[src/rtl/pipe_hazard_ctrl.sv]
// pipe_hazard_ctrl: central stall/bubble controller for the 5-stage pipeline.
// Decodes hazards and busy signals into per-register stall/bubble controls,
// sequences multi-cycle HI/LO operations held in E, and kills the wrong-path
// fetch for one cycle after an exception or ERET commit.
module pipe_hazard_ctrl #(
    parameter int MUL_CYCLES = 4,
    parameter int DIV_CYCLES = 32
) (
    input  logic        clk,
    input  logic        resetn,
    input  logic [4:0]  d_src1,
    input  logic [4:0]  d_src2,
    input  logic [4:0]  e_dst,
    input  logic [4:0]  m_dst,
    input  logic        e_isLoad,
    input  logic        m_isLoad,
    input  logic        md_start,
    input  logic        md_isDiv,
    input  logic        ibus_busy,
    input  logic        dbus_busy,
    input  logic        exception,
    output logic        F_stall,
    output logic        D_stall,
    output logic        D_bubble,
    output logic        E_stall,
    output logic        E_bubble,
    output logic        M_stall,
    output logic        M_bubble,
    output logic        W_stall,
    output logic        W_bubble,
    output logic        md_busy,
    output logic        md_done,
    output logic        md_abort,
    output logic [1:0]  ctrl_state,
    output logic [31:0] stall_cycles
);

    typedef enum logic [1:0] {
        ST_RUN   = 2'd0,
        ST_MD    = 2'd1,
        ST_FLUSH = 2'd2
    } state_t;

    // Counter preload is total occupancy minus the issue cycle.
    localparam logic [5:0] L_MUL_LOAD = 6'(MUL_CYCLES - 1);
    localparam logic [5:0] L_DIV_LOAD = 6'(DIV_CYCLES - 1);

    state_t      r_state;
    logic [5:0]  r_cnt;
    logic        r_md_done;
    logic        r_md_abort;
    logic        r_md_skip;      // the just-finished op is still in E; ignore its md_start
    logic [31:0] r_stall_cycles;

    logic        w_lu;
    logic [5:0]  w_md_load;
    logic        w_md_req;
    logic        w_issue;

    // Hazard detection and multi-cycle issue qualification.
    always_comb begin
        w_lu = 1'b0;
        if (e_isLoad == 1'b1) begin
            if ((d_src1 != 5'd0) && (d_src1 == e_dst)) begin
                w_lu = 1'b1;
            end else if ((d_src2 != 5'd0) && (d_src2 == e_dst)) begin
                w_lu = 1'b1;
            end else begin
                w_lu = w_lu;
            end
        end else begin
            w_lu = w_lu;
        end
        if (m_isLoad == 1'b1) begin
            if ((d_src1 != 5'd0) && (d_src1 == m_dst)) begin
                w_lu = 1'b1;
            end else if ((d_src2 != 5'd0) && (d_src2 == m_dst)) begin
                w_lu = 1'b1;
            end else begin
                w_lu = w_lu;
            end
        end else begin
            w_lu = w_lu;
        end
        w_md_load = md_isDiv ? L_DIV_LOAD : L_MUL_LOAD;
        // RUN and FLUSH both accept a new HI/LO op.
        w_md_req  = (r_state != ST_MD) && md_start && !r_md_skip;
        w_issue   = w_md_req && (w_md_load != 6'd0);
    end

    // Prioritised stall/bubble decode, valid in the same cycle.
    always_comb begin
        F_stall  = 1'b0;
        D_stall  = 1'b0;
        D_bubble = 1'b0;
        E_stall  = 1'b0;
        E_bubble = 1'b0;
        M_stall  = 1'b0;
        M_bubble = 1'b0;
        W_stall  = 1'b0;
        W_bubble = 1'b0;
        if ((resetn == 1'b0) || (exception == 1'b1)) begin
            D_bubble = 1'b1;
            E_bubble = 1'b1;
            M_bubble = 1'b1;
            W_bubble = 1'b1;
        end else begin
            if (dbus_busy == 1'b1) begin
                F_stall  = 1'b1;
                D_stall  = 1'b1;
                E_stall  = 1'b1;
                M_stall  = 1'b1;
                W_bubble = 1'b1;
            end else if ((r_state == ST_MD) || (w_issue == 1'b1)) begin
                F_stall  = 1'b1;
                D_stall  = 1'b1;
                E_stall  = 1'b1;
                M_bubble = 1'b1;
            end else if (w_lu == 1'b1) begin
                F_stall  = 1'b1;
                D_stall  = 1'b1;
                E_bubble = 1'b1;
            end else if (ibus_busy == 1'b1) begin
                F_stall  = 1'b1;
                D_bubble = 1'b1;
            end else begin
                F_stall  = 1'b0;
            end
            // The instruction fetched on the wrong path is discarded.
            if (r_state == ST_FLUSH) begin
                D_stall  = 1'b0;
                D_bubble = 1'b1;
            end else begin
                D_stall  = D_stall;
            end
        end
    end

    // FSM, MD counter, completion/abort pulses and stall statistics.
    always_ff @(posedge clk) begin
        if (resetn == 1'b0) begin
            r_state        <= ST_RUN;
            r_cnt          <= 6'd0;
            r_md_done      <= 1'b0;
            r_md_abort     <= 1'b0;
            r_md_skip      <= 1'b0;
            r_stall_cycles <= 32'd0;
        end else begin
            r_md_done  <= 1'b0;
            r_md_abort <= 1'b0;
            if (F_stall == 1'b1) begin
                r_stall_cycles <= r_stall_cycles + 32'd1;
            end else begin
                r_stall_cycles <= r_stall_cycles;
            end
            if (exception == 1'b1) begin
                r_md_abort <= (r_state == ST_MD);
                r_state    <= ST_FLUSH;
                r_cnt      <= 6'd0;
                r_md_skip  <= 1'b0;
            end else if (dbus_busy == 1'b1) begin
                // Counter and skip flag freeze; FLUSH never outlives one cycle.
                if (r_state == ST_FLUSH) begin
                    r_state <= ST_RUN;
                end else begin
                    r_state <= r_state;
                end
            end else begin
                case (r_state)
                    ST_MD: begin
                        if (r_cnt <= 6'd1) begin
                            r_md_done <= 1'b1;
                            r_state   <= ST_RUN;
                            r_cnt     <= 6'd0;
                            r_md_skip <= 1'b1;
                        end else begin
                            r_cnt <= r_cnt - 6'd1;
                        end
                    end
                    ST_RUN, ST_FLUSH: begin
                        r_md_skip <= 1'b0;
                        if (w_issue == 1'b1) begin
                            r_state <= ST_MD;
                            r_cnt   <= w_md_load;
                        end else if (w_md_req == 1'b1) begin
                            // Single-cycle op: completes without stalling.
                            r_md_done <= 1'b1;
                            r_state   <= ST_RUN;
                        end else begin
                            r_state <= ST_RUN;
                        end
                    end
                    default: begin
                        r_state   <= ST_RUN;
                        r_cnt     <= 6'd0;
                        r_md_skip <= 1'b0;
                    end
                endcase
            end
        end
    end

    assign md_busy      = (r_state == ST_MD);
    assign md_done      = r_md_done;
    assign md_abort     = r_md_abort;
    assign ctrl_state   = r_state;
    assign stall_cycles = r_stall_cycles;

endmodule

[config.mk]
export PLATFORM = sky130hd
export DESIGN_NAME = pipe_hazard_ctrl
export DESIGN_NICKNAME = d
export VERILOG_FILES = /design/src/rtl/pipe_hazard_ctrl.sv
export SDC_FILE = /design/constraint.sdc
export NUM_CORES = 1
export LEC_CHECK = 0
export BUFFER_PORTS_ARGS = -buffer_cell sky130_fd_sc_hd__buf_2
export CORE_MARGIN = 4
export CORE_UTILIZATION = 55
export CTS_BUF_LIST = sky130_fd_sc_hd__clkbuf_4 sky130_fd_sc_hd__clkbuf_8
export CTS_CLUSTER_SIZE = 16
export DETAILED_ROUTE_END_ITERATION = 8
export PLACE_DENSITY = 0.89
export SLEW_MARGIN = 30
export SYNTH_ARGS = -nofsm -noshare
export SYNTH_HDL_FRONTEND = slang
export SYNTH_SLANG_ARGS = --single-unit
[constraint.sdc]
create_clock -name clk -period 7.25 [get_ports clk]
set_input_delay 2.175 -clock clk [delete_from_list [all_inputs] [get_ports clk]]
set_output_delay 2.175 -clock clk [all_outputs]
set_load 0.05 [all_outputs]
# Yosys cells after proc, flatten, opt, wreduce, memory -nomap -nowiden
# Cells that the tools add are included.
# op_classes
addsub	2
order_cmp	1
n_eq_ne	13
n_mux	48
bitwise_logic	2
reduce_logical	22
# ops
operator	count
$mux W1	38
$add A32 B1 Y32 const B	1
$eq A5 B5 Y1	4
$mux W6	2
$pmux W6 S2	1
$reduce_and A2 Y1	5
$reduce_bool A5 Y1	2
$mux W2	4
$logic_and A1 B1 Y1	7
$le A6 B1 Y1 const B	1
$ne A2 B1 Y1 const B	3
$reduce_bool A6 Y1	1
$sub A6 B1 Y6 const B	1
$mux W5	1
$ne A4 B3 Y1 const B	1
$pmux W2 S2	1
$reduce_or A2 Y1	2
$ne A3 B1 Y1 const B	1
$ne A3 B2 Y1 const B	1
$reduce_or A3 Y1	1
$eq A2 B1 Y1 const B	1
$eq A2 B2 Y1 const B	1
$logic_not A2 Y1	1
$logic_or A1 B1 Y1	2
4 further kinds	5
# word_totals
register_bits	43
inputBits	29
output_inout_bits	46
elab_cells	95

# Logic depth before layout (Yosys ltp)
# logic_depth
word_depth	13
mapped_depth	9
mapped_depth_nobuf	9

# Worst setup path after synthesis
# No wires, ideal clock.
# synth_timing
path_kind	input port to output port
start	input d_src1[1]
end	output D_bubble
t_arrival_ns	4.302
t_required_ns	5.075
path_slack_ns	0.773
path_stages	6
n_path_buf	0
path_cell_list	or4_1 -> nor2_2 -> nor4_2 -> o21ai_2 -> nand3_1 -> o21ai_0
# synth_between
elab_chain_len	12
word_cells_on_any_way	15
cone_classes	2 x eq/ne; 10 x mux; 3 x reduce/logical
# synth_lines
element	line_no	rtl
start, declared	11	input logic [4:0] d_src1,
$eq A5 B5 Y1 / $reduce_bool A5 Y1 (equally long branches)	64, 75	
$logic_and A1 B1 Y1	64	if ((d_src1 != 5'd0) && (d_src1 == e_dst)) begin
$mux W1	64	
$mux W1	63	if (e_isLoad == 1'b1) begin
$mux W1	77	end else if ((d_src2 != 5'd0) && (d_src2 == m_dst)) begin
$mux W1	75	if ((d_src1 != 5'd0) && (d_src1 == m_dst)) begin
$mux W1 (*)	74	if (m_isLoad == 1'b1) begin
$mux W1 (*)	119	end else if (w_lu == 1'b1) begin
$mux W1 (*)	114	end else if ((r_state == ST_MD) || (w_issue == 1'b1)) begin
$mux W1 (*)	108	if (dbus_busy == 1'b1) begin
$mux W1 (*)	130	if (r_state == ST_FLUSH) begin
$mux W1 (*)	102	if ((resetn == 1'b0) || (exception == 1'b1)) begin
end, declared	24	output logic D_bubble,
# Every way passes the cells marked *; elsewhere a longest branch is shown, timed or not.

# Worst setup path after layout
# layout_timing
start	input d_src1[1]
end	output F_stall
# layout_between
elab_chain_len	11
word_cells_on_any_way	14
cone_classes	2 x eq/ne; 9 x mux; 3 x reduce/logical
# layout_lines
element	line_no	rtl
$eq A5 B5 Y1 / $reduce_bool A5 Y1 (equally long branches)	64, 75	
$logic_and A1 B1 Y1	64	
$mux W1	64	
$mux W1	63	
$mux W1	77	
$mux W1	75	
$mux W1 (*)	74	
$mux W1 (*)	119	
$mux W1 (*)	114	
$mux W1 (*)	108	
$mux W1 (*)	102	
end, declared	22	output logic F_stall,
# Marks and branches as above.

==> out/metrics.cfg <==
[clock_tree]
cts_hold_buffers = 0
h-tree-depth = 2
postCtsSetupBuffers = 0
insertion_delay_ns = 0.29
cts.clk_slew.worst_paths_ns = 0.08
cts_buffer_depth = 2
cts.sinks = 43
cts-root-buf = clkbuf_8
cts_resized = 0
cts_tree = built
numCtsBuffers = 5

[logic_synthesis]
netlist_instances = 346
synth.largest_area_cell = dfxtp_1
synth-simple-area-share_pct = 34.3
yosysMostFrequentCell = dfxtp_1
synth_fa_ha_area_share_pct = 1.41
yosysSeqAreaShare_pct = 32.3
ys_seq_elements = 43
ys_top_cells_by_count = dfxtp_1 (43), nand2_1 (41), nor2_1 (25), a21oi_1 (21), nand3_1 (19)
syn_area_um2 = 2660
ys.flop_type = dfxtp_1
synth.distinct_cells = 46
synthesis.nets = 378
synthMuxAreaShare_pct = 6.02
synth-edff-count = 0
synth_top_family_by_area = simple AND/OR/NAND/NOR gates
synth_xor_area_share_pct = 6.58
yosys.area.top_type_share_pct = 32.3
syn_area_per_cell_um2 = 7.70
yosys-top-cells-area = dfxtp_1 (32%), mux2i_1 (6.0%), nand2_1 (5.8%)
synth_compound_area_share_pct = 14.0
yosys_warnings = 0
async_flop_share_pct = 0

[layout]
fillers = 403
area_growth_pct = 17.2
num_antenna_cells = 0
drive_gt1_share_pct = 22.9
fin_nets = 442
layoutNonFillerInstCount = 464

[place]
numPortBuffers = 73
hpwl_um = 5120
dp_slack_ns = 0.943
placed_cells = 457
gp_congestion = 0.903

[power]
p_int_mw = 0.370
p_comb_share_pct = 15.9
clockPowerShare_pct = 36.5
switchingPower_mw = 0.141
power_per_cell_area_nw_per_um2 = 164
vdd_drop_max_uv = 102
p_total_mw = 0.511
switching_share_pct = 27.6
share_seq_of_total_power_pct = 47.6
p_leak_nw = 1.38

[detailed_routing]
drtIter0Drc = 155
antenna_left = 0
drtPass1Iterations = 5
drcViolationCount = 0
dr_total_vias = 2825
wl_per_cell_um = 15.0
viasPerCell = 6.09
routed_wl_um = 6970

[timing]
setup_slack_ns = 0.880
period_minus_slack_ns = 6.37
fmax_mhz = 157
finalSetupTns_ns = 0
finalSetupViolCount = 0
hold-worst-slack_ns = 0.479
slew_viol_final = 0
hold_viol_final = 0
timing.final.crit_share_pct = 87.9
grt_setup_unrepaired = false
skew_ns = 0.00695
worst_pin_slew_ns = 0.884
max-slew-margin-rel_pct = 40.7

[worst_setup_path]
max_stage_delay_ns = 0.55
cp-start-kind = input pin
cp_slowest_cell = or4_1
crit_arrival_ns = 4.19
cp_cell_sequence = buf_2, or4_1, nor2_2, nor4_2, o21ai_2, and3_1, nor2_1, buf_2
path_max_fanout = 16
cp-end-kind = output port
path_class = input pin to output port
crit_top_cell = buf_2
required_ns = 5.08

[global_route]
antenna_found_initial = 0
grt_max_degree = 38
grt_pass1_wl_um = 11800
grt_pass1_vias = 2610
grt-ovfl-total = 0
gr-usage-all-layers_pct = 23.8

[die]
die_width_um = 77.6
ios = 75
row_count = 25
dieArea_um2 = 6020
core-area_um2 = 4690
fp.dieH_um = 77.6
start_util_pct = 56.7

[hold_path]
holdCritPathClass = flip-flop to flip-flop

[run]
drv_cap = 0

[outcome]
status = complete, no violations

## power by group through the flow
stage / Clock (mW) / Sequential [mW] / Combinational (mW)
after CTS: 0.187 / 0.243 / 0.0806
after detailed placement: 0 / 0.249 / 0.0801
after floorplan: 0 / 0.254 / 0.0518
after global routing: 0.199 / 0.244 / 0.0889
final: 0.187 / 0.243 / 0.0811
after global placement: 0 / 0.248 / 0.0786
## area by class of cell
| type | count | area, µm² | share of cell area (%) |
|---|---|---|---|
| multi-input cells | 272 | 1660 | 53.2 |
| flip-flops and latches | 43 | 861 | 27.6 |
| repair buffers | 74 | 373 | 11.9 |
| clock buffers | 6 | 76.3 | 2.45 |
| well taps | 54 | 67.6 | 2.17 |
| inverters | 14 | 52.6 | 1.68 |
| clock inverters | 1 | 30.0 | 0.962 |
## per-layer routing
layer | up-vias | part of all wire, % | GRT usage [%]
li1 | 1359 | - | -
met1 | 1333 | 43 | 30.7
met2 | 112 | 49 | 39.3
met3 | 21 | 5.3 | 4.06
met4 | 0 | 2.5 | 9.79
met5 | - | 0 | 0
## worst max-delay path, delay by kind of cell
family	cells	cell delay (ns)
AOI/OAI and AO/OA	1	0.24
and+or+nand+nor	5	1.41
buffers and inverters	2	0.36
## cell usage in the layout (no fill, tap or decap), types with 4 or more instances in the layout
| master | netlist | routed |
|---|---|---|
| xor2_1 | 8 | 8 |
| and2_1 | 5 | 5 |
| buf_2 | 5 | 73 |
| o21ai_0 | 15 | 15 |
| nor3_1 | 11 | 11 |
| nand2_1 | 41 | 41 |
| a21oi_1 | 21 | 21 |
| nand4_1 | 13 | 13 |
| clkbuf_8 | 0 | 5 |
| nor4_1 | 7 | 7 |
| mux2i_1 | 16 | 16 |
| dfxtp_1 | 43 | 43 |
| a31o_2 | 4 | 4 |
| and4_1 | 5 | 5 |
| nand3_1 | 19 | 19 |
| nand2b_1 | 17 | 17 |
| nor2_1 | 25 | 25 |
| inv_1 | 14 | 14 |
| xnor2_1 | 12 | 12 |
| or3_1 | 6 | 6 |
| and3_1 | 8 | 8 |
## state kept, by name (all words and copies together) (netlist names)
name / cells
stall_cycles: 32
r_cnt: 6
ctrl_state: 2
md_abort: 1
md_done: 1
r_md_skip: 1
## metrics by stage
step	util, %	cell area [µm²]
floorplan	-	2660
global placement	64.2	3010
detailed placement	64.2	3010
CTS	66.5	3120
global route	66.5	3120
finish	66.5	3120
## cells by family after synthesis
kind of cell,count (synthesis)
AO/OA/AOI/OAI,59
XOR/XNOR,20
adder cells (fa/ha/maj),3
buffers and inverters,31
flip-flops,43
multiplexers,16
other,1
AND/OR/NAND/NOR,173
## final timing paths
check,start,endpoint,slack (ns),cells past startpoint
min reg2reg,r_cnt[4],r_cnt[4],0.48,2
max,d_src1[1],F_stall,0.88,8
min,r_cnt[4],r_cnt[4],0.48,2
max reg2reg,ctrl_state[1],stall_cycles[28],4.51,6
Power figures use the tool's default switching activity.
